$ cat src/rtl/instr_fetch_reg_if.sv
// Handshake bundle between the control unit / instruction memory and the
// instruction fetch register. The slave modport is the fetch register's view.
interface instr_fetch_reg_if;
  logic        fetch;
  logic        consume;
  logic        mem_ready;
  logic [15:0] mem_data;
  logic        mem_req;
  logic [15:0] ir;
  logic        ir_valid;
  logic        busy;
  logic        fetch_err;
  logic [3:0]  opcode;
  logic [3:0]  rd;
  logic [3:0]  rs;
  logic [3:0]  rt;
  logic [7:0]  imm8;

  modport master (
    output fetch,
    output consume,
    output mem_ready,
    output mem_data,
    input  mem_req,
    input  ir,
    input  ir_valid,
    input  busy,
    input  fetch_err,
    input  opcode,
    input  rd,
    input  rs,
    input  rt,
    input  imm8
  );

  modport slave (
    input  fetch,
    input  consume,
    input  mem_ready,
    input  mem_data,
    output mem_req,
    output ir,
    output ir_valid,
    output busy,
    output fetch_err,
    output opcode,
    output rd,
    output rs,
    output rt,
    output imm8
  );
endinterface

$ cat src/rtl/instr_fetch_reg.sv
// Instruction register and fetch sequencer: runs the memory req/ready handshake,
// holds the fetched word until consumed, and bounds each memory wait with a timeout.
module instr_fetch_reg #(
  parameter int unsigned TIMEOUT = 15
) (
  input logic                     CLK,
  input logic                     Reset,
  instr_fetch_reg_if.slave        bus
);

  localparam logic [7:0] LastCnt = 8'(TIMEOUT - 1);

  typedef enum logic [1:0] {
    StIdle,
    StWait,
    StValid,
    StError
  } state_e;

  state_e      r_state;
  logic [7:0]  r_wait_cnt;
  logic [15:0] r_ir;
  logic        r_mem_req;
  logic        r_ir_valid;
  logic        r_busy;
  logic        r_fetch_err;

  // Outputs are registered alongside the state so no input reaches an output
  // combinationally.
  always_ff @(posedge CLK) begin
    if (Reset) begin
      r_state     <= StIdle;
      r_wait_cnt  <= 8'd0;
      r_ir        <= 16'h0000;
      r_mem_req   <= 1'b0;
      r_ir_valid  <= 1'b0;
      r_busy      <= 1'b0;
      r_fetch_err <= 1'b0;
    end else begin
      unique case (r_state)
        StIdle: begin
          if (bus.fetch) begin
            r_state    <= StWait;
            r_wait_cnt <= 8'd0;
            r_mem_req  <= 1'b1;
            r_busy     <= 1'b1;
          end
        end

        StWait: begin
          // Data wins over the timeout when both land on the same cycle.
          if (bus.mem_ready) begin
            r_ir       <= bus.mem_data;
            r_state    <= StValid;
            r_mem_req  <= 1'b0;
            r_busy     <= 1'b0;
            r_ir_valid <= 1'b1;
          end else if (r_wait_cnt == LastCnt) begin
            r_state     <= StError;
            r_mem_req   <= 1'b0;
            r_busy      <= 1'b0;
            r_fetch_err <= 1'b1;
          end else begin
            r_wait_cnt <= r_wait_cnt + 8'd1;
          end
        end

        StValid: begin
          if (bus.consume) begin
            r_ir_valid <= 1'b0;
            if (bus.fetch) begin
              r_state    <= StWait;
              r_wait_cnt <= 8'd0;
              r_mem_req  <= 1'b1;
              r_busy     <= 1'b1;
            end else begin
              r_state <= StIdle;
            end
          end
        end

        StError: begin
          if (bus.fetch) begin
            r_state     <= StWait;
            r_wait_cnt  <= 8'd0;
            r_fetch_err <= 1'b0;
            r_mem_req   <= 1'b1;
            r_busy      <= 1'b1;
          end
        end

        default: begin
          r_state <= StIdle;
        end
      endcase
    end
  end

  assign bus.mem_req   = r_mem_req;
  assign bus.ir        = r_ir;
  assign bus.ir_valid  = r_ir_valid;
  assign bus.busy      = r_busy;
  assign bus.fetch_err = r_fetch_err;
  assign bus.opcode    = r_ir[15:12];
  assign bus.rd        = r_ir[11:8];
  assign bus.rs        = r_ir[7:4];
  assign bus.rt        = r_ir[3:0];
  assign bus.imm8      = r_ir[7:0];

endmodule

$ cat src/flat_wrapper.sv
// flat-port wrapper written by rule: the top's interface ports become plain ports
module instr_fetch_reg_flat 
#(
  parameter int unsigned TIMEOUT = 15
)
  (CLK, Reset, bus_fetch, bus_consume, bus_mem_ready, bus_mem_data, bus_mem_req, bus_ir, bus_ir_valid, bus_busy, bus_fetch_err, bus_opcode, bus_rd, bus_rs, bus_rt, bus_imm8);
  instr_fetch_reg_if bus_i ();
  input logic CLK;
  input logic Reset;
  input wire logic [$bits(bus_i.fetch)-1:0] bus_fetch;
  input wire logic [$bits(bus_i.consume)-1:0] bus_consume;
  input wire logic [$bits(bus_i.mem_ready)-1:0] bus_mem_ready;
  input wire logic [$bits(bus_i.mem_data)-1:0] bus_mem_data;
  output wire logic [$bits(bus_i.mem_req)-1:0] bus_mem_req;
  output wire logic [$bits(bus_i.ir)-1:0] bus_ir;
  output wire logic [$bits(bus_i.ir_valid)-1:0] bus_ir_valid;
  output wire logic [$bits(bus_i.busy)-1:0] bus_busy;
  output wire logic [$bits(bus_i.fetch_err)-1:0] bus_fetch_err;
  output wire logic [$bits(bus_i.opcode)-1:0] bus_opcode;
  output wire logic [$bits(bus_i.rd)-1:0] bus_rd;
  output wire logic [$bits(bus_i.rs)-1:0] bus_rs;
  output wire logic [$bits(bus_i.rt)-1:0] bus_rt;
  output wire logic [$bits(bus_i.imm8)-1:0] bus_imm8;
  assign bus_i.fetch = bus_fetch;
  assign bus_i.consume = bus_consume;
  assign bus_i.mem_ready = bus_mem_ready;
  assign bus_i.mem_data = bus_mem_data;
  assign bus_mem_req = bus_i.mem_req;
  assign bus_ir = bus_i.ir;
  assign bus_ir_valid = bus_i.ir_valid;
  assign bus_busy = bus_i.busy;
  assign bus_fetch_err = bus_i.fetch_err;
  assign bus_opcode = bus_i.opcode;
  assign bus_rd = bus_i.rd;
  assign bus_rs = bus_i.rs;
  assign bus_rt = bus_i.rt;
  assign bus_imm8 = bus_i.imm8;
  instr_fetch_reg #(.TIMEOUT(TIMEOUT)) u_core (.CLK(CLK), .Reset(Reset), .bus(bus_i));
endmodule
$ cat config.mk
export PLATFORM = sky130hd
export DESIGN_NAME = instr_fetch_reg_flat
export DESIGN_NICKNAME = d
export VERILOG_FILES = /design/src/rtl/instr_fetch_reg_if.sv /design/src/rtl/instr_fetch_reg.sv /design/src/flat_wrapper.sv
export SDC_FILE = /design/constraint.sdc
export NUM_CORES = 1
export LEC_CHECK = 0
export ABC_AREA = 1
export BUFFER_PORTS_ARGS = -buffer_cell sky130_fd_sc_hd__buf_2
export CAP_MARGIN = 20
export CORE_UTILIZATION = 43
export DETAILED_ROUTE_END_ITERATION = 6
export PLACE_DENSITY = 0.85
export SYNTH_ARGS = -nofsm -noshare
export SYNTH_HDL_FRONTEND = slang
export SYNTH_SLANG_ARGS = --single-unit
$ cat constraint.sdc
create_clock -name CLK -period 1.6 [get_ports CLK]
set_clock_uncertainty 0.2 [all_clocks]
set_input_delay 0.24 -clock CLK [delete_from_list [all_inputs] [get_ports CLK]]
set_output_delay 0.24 -clock CLK [all_outputs]
set_load 0.01 [all_outputs]
## Word-level counts from Yosys, hierarchy flattened

Cells that the tools add are included.
Widths: inputs -> output; s select.

- Bits of input ports: 21
- Logic and storage cells: 56
- Bits in registers: 30

- Add/sub/neg operators: 1
- Multiplexer cells: 26
- Reductions and logical operators: 10
- Equality and inequality tests: 12

Operator list:

| cell | count |
|---|---|
| $mux 8 | 4 |
| $pmux 8 s3 | 1 |
| $mux 1 | 12 |
| $ne 2x2->1 const B | 5 |
| $reduce_and 3->1 | 3 |
| $add 8x1->8 const B | 1 |
| $eq 8x4->1 const B | 1 |
| $mux 2 | 4 |
| $pmux 1 s3 | 2 |
| $pmux 2 s3 | 1 |
| $eq 2x2->1 const B | 2 |
| $ne 2x1->1 const B | 2 |
| $pmux 1 s2 | 2 |
| $reduce_and 2->1 | 2 |
| $reduce_and 4->1 | 1 |
| $reduce_bool 2->1 | 2 |
| $ne 3x2->1 const B | 1 |
| $eq 2x1->1 const B | 1 |
| $logic_not 2->1 | 1 |
| $reduce_or 2->1 | 1 |

## Logic depth before layout (Yosys ltp)

- Word-level depth: 4
- Depth in mapped cells: 10

## Least setup slack after synthesis

Ideal clock, no wire load.

- Kind: flip-flop to flip-flop
- From: register u_core.r_state[0]
- To: register u_core.r_wait_cnt[3]
- Setup slack: -0.036 ns
- Setup time: 0.109 ns
- Arrival: 1.327 ns
- Clock period less this slack: 1.636 ns
- Buffers on the path: 0
- Stages on the path, launching flop included: 11
- Cell sequence: dfxtp_1 > inv_1 > ha_1 > nand2_1 > o21ai_2 > nor2_4 > nand2_4 > nand2_1 > nand2_1 > nand2_1 > inv_1

- Word-level cells in the longest chain between the ends: 3

Ends and longest elaborated chain:

| item | line | source |
|---|---|---|
| start, declared | instr_fetch_reg.sv:20 | `state_e r_state;` |
| start signal, assigned | instr_fetch_reg.sv:32 | `r_state <= StIdle;` |
| start signal, assigned | instr_fetch_reg.sv:43 | `r_state <= StWait;` |
| start signal, assigned | instr_fetch_reg.sv:54 | `r_state <= StValid;` |
| $eq 2x2->1, or another cell as far along | instr_fetch_reg.sv:40 | `unique case (r_state)` |
| $reduce_or 2->1 (no line) / $ne 2x2->1 (equally long branches) | - |  |
| $pmux 8 s3 / $reduce_and 3->1 (equally long branches) | - |  |
| end signal, assigned | instr_fetch_reg.sv:64 | `r_wait_cnt <= r_wait_cnt + 8'd1;` |
| end, declared | instr_fetch_reg.sv:21 | `logic [7:0] r_wait_cnt;` |

Parallel ways exist; a longest one is shown, timed or not.
A chain may end at the register's enable or synchronous reset.

## Worst setup path in the final report

- From: register u_core.r_state[0]
- To: register u_core.r_wait_cnt[6]

Same word-level chain as after synthesis.

==> run metrics <==
Die X 64.0 um; Boundary Pins 65; Worst path slowest cell dfxtp_4; Avg WL per Cell ~11 um; register area share after synthesis between 30% and 40%; Main synth FF type dfxtp_1; crit end category flop; Post-Syn Area per Cell 7.14 um^2; Hold EP u_core.bus.ir[4]; fin crit share 102%; clock transition at the registers of the reported paths approximately 0.060 ns; vias post-DR between 1500 and 2000; area added between synthesis and finish 28.7%; vias per cell roughly 4.9; Slew HR 81.1%; row cnt 22; H-tree depth 2; Clock power frac between 20% and 30%; GPL Wtd Cong ~0.89; Die Span Y about 64 um; crit-path most repeated cell nor2_1; Ys Warns 0; clock latency on the worst-skew pair approximately 0.27 ns; PwrDens ~1400 mW/mm^2; VDD IR max between 0.6 and 0.7 mV; cts hold-fix bufs 0; total power 3.01 mW; Buffers & Inverters on Critical Path 1; fill count between 300 and 400; MaxCap Viol Count 0; Largest delay share family, worst path simple AND/OR/NAND/NOR gates; Worst EP arrival 1.60 ns; WS Path Type reg -> reg; Post-synth EDFFs 0; dpl cells between 300 and 400; Pins Over Slew Limit 0; hold wc startpoint bus_mem_data[4]; Switching Share 38.9%; Hold Path Depth 3; clk root buf clkbuf_8; layout cell share with drive strength beyond 1 ~40%; post-detail-place hpwl approximately 2600 um; f_max approximately 610 MHz; DRC Markers 0; initial antenna violation count 0; register share of total power between 30% and 40%; Critical Path Start Type flop; Syn Std Cell Area 0.00165 mm^2; Crit Path Max Fanout 6; DR iter-0 viols 107; Sink Count 30; setup violators final 6; Unique masters post-synth 26; Die ar. 0.00409 mm^2; Final Hold Viols 0; global route overflow 0; RSZ-0062 raised after global routing true; final WL around 3800 um; # diodes 0; Reg2Reg Depth 8; ANT nets after route 0; Non-Filler Instances ~330; Static Leak roughly 1 nW; Final WS setup -0.0381 ns; crit-path cells inv_4, ha_4, nand2_2, o21ai_2, nor2_4, a21oi_1, nor2_1, nor2_1; CTS buffer count 5; reg2reg start u_core.r_state[0]; async set or reset register ratio after synthesis 0%; largest net degree at the start of global routing 17; vias in the first global route 1373; Psw about 1.2 mW; starting density of the core between 40% and 50%; TritonCTS clock tree yes; actual slew at the worst max-slew pin roughly 0.28 ns; syn nets about 260; Reg-to-Reg End u_core.r_wait_cnt[6]; minimum clock period about 1.6 ns; worst hold path class in -> reg; gr usage total 18.2%; Req. time, crit path about 1.6 ns; DR pass1 iterations 4; #FFs+latches synth 30; number of port buffers 64; R2R setup slack -0.04 ns; core area ~0.0037 mm^2; pre-CTS WS -0.00396 ns; area of the multi-input gates a little under 900 um^2; first-pass GRT wire length ~5700 um; gate count of the mapped netlist ~230; Register Area about 610 um^2; largest stage delay on the critical path approximately 0.39 ns; status finished with violations; Internal Pwr Total about 1.8 mW; Max Root-Sink Buffers 2; Final Cell Area roughly 0.0021 mm^2; Final nets between 300 and 400; Comb pwr share approximately 45%; placed inst area about 0.0019 mm^2; failing checks setup timing
[sequential cells by signal, indices dropped and copies added, names as in the netlist]
signal and count:
u_core.bus.fetch_err 1, u_core.bus.ir_valid 1, u_core.bus.busy 1, u_core.r_wait_cnt 8, u_core.r_state 2, u_core.bus.mem_req 1
u_core.bus.ir 16
[power by group through the flow]
stage	Combinational, mW	Clock, mW	Sequential (mW)
6_report	1.35	0.607	1.06
3_3_place_gp	1.15	0	1.02
5_1_grt	1.50	0.660	1.08
2_1_floorplan	0.862	0	1.09
3_5_place_dp	1.17	0	1.04
4_1_cts	1.17	0.629	1.02
[worst max path at each step]
stage	startpoint	end	slack, ns	cells after the start
CTS	u_core.r_wait_cnt[0]	u_core.r_wait_cnt[5]	0.03	9
detailed placement	u_core.r_state[0]	u_core.r_wait_cnt[2]	-0.004	9
finish	u_core.r_state[0]	u_core.r_wait_cnt[6]	-0.04	8
global route	u_core.r_state[0]	u_core.r_wait_cnt[6]	-0.09	9
floorplan	u_core.r_state[0]	u_core.r_wait_cnt[3]	0.02	10
global placement	u_core.r_state[0]	u_core.r_wait_cnt[3]	0.06	10
[stage by stage]
stage          hold slack, ns  setup TNS (ns)  utilization (%)
2_1_floorplan           0.205               0                -
3_3_place_gp            0.257               0             51.6
3_5_place_dp            0.267        -0.00396             51.6
4_1_cts                0.0111               0             54.2
5_1_grt                0.0175          -0.617             58.0
6_report               0.0169          -0.110             58.0
[Yosys cell counts, types with 6 or more instances]
cell     instances  share of area (%)
buf_4           24                 11
nor2_1          53                 12
dfxtp_1         30                 36
inv_1           16                3.6
nand3_1         10                3.0
ha_1             6                4.5
a21oi_1         10                3.0
o21ai_0         20                6.1
nand2_1         33                7.5
[area by class of cell]
| type | instances | area share, % |
|---|---|---|
| timing repair buffer | 74 | 18.8 |
| sequential | 30 | 28.9 |
| clock buffer | 7 | 4.07 |
| clock inverter | 1 | 0.236 |
| tap | 48 | 2.83 |
| multi-input combinational | 154 | 41.5 |
| inverter | 18 | 3.65 |
[what timing repair did]
item	CTS	global route
gates resized for setup	2	33
buffers inserted	0	2
setup endpoints to repair	4	14
pin swaps	0	11
cloned	0	1
[worst register-to-register path: stages, from the launching register on]
cell     delay, ns
dfxtp_4       0.39
inv_4         0.05
ha_4          0.15
nand2_2       0.07
o21ai_2       0.07
nor2_4        0.26
a21oi_1       0.14
nor2_1        0.15
nor2_1        0.05
[kinds of logic (layout without fill, tap and decap cells)]
family	count (synthesis)	in the layout	share of synthesized area [%]
XOR/XNOR	2	2	1.06
AO/OA/AOI/OAI	35	35	11.0
adder cells (fa/ha/maj)	6	6	4.55
flip-flops	30	30	36.4
AND/OR/NAND/NOR	110	111	30.3
buffers and inverters	48	100	16.8
[layout by cell type, fill, tap and decap left out, drive strengths merged]
master  Yosys  layout
or2         1       1
ha          6       6
inv        18      18
xor2        2       2
nand2      37      38
nand4       3       3
dfxtp      30      30
nor2       55      55
o21ai      24      24
nor3        2       2
clkbuf      3       7
nand3      12      12
clkinv      0       1
o21bai      1       1
buf        27      74
a21oi      10      10
[layer usage]
layer | share of wire, % | up-vias | track usage [%]
met1 | 40 | 737 | 18.8
li1 | - | 818 | -
met2 | 50 | 73 | 32.8
met5 | 0 | - | 0
met3 | 8.4 | 6 | 6.43
met4 | 1.4 | 0 | 7.67
(Power assumes the default switching activity.)
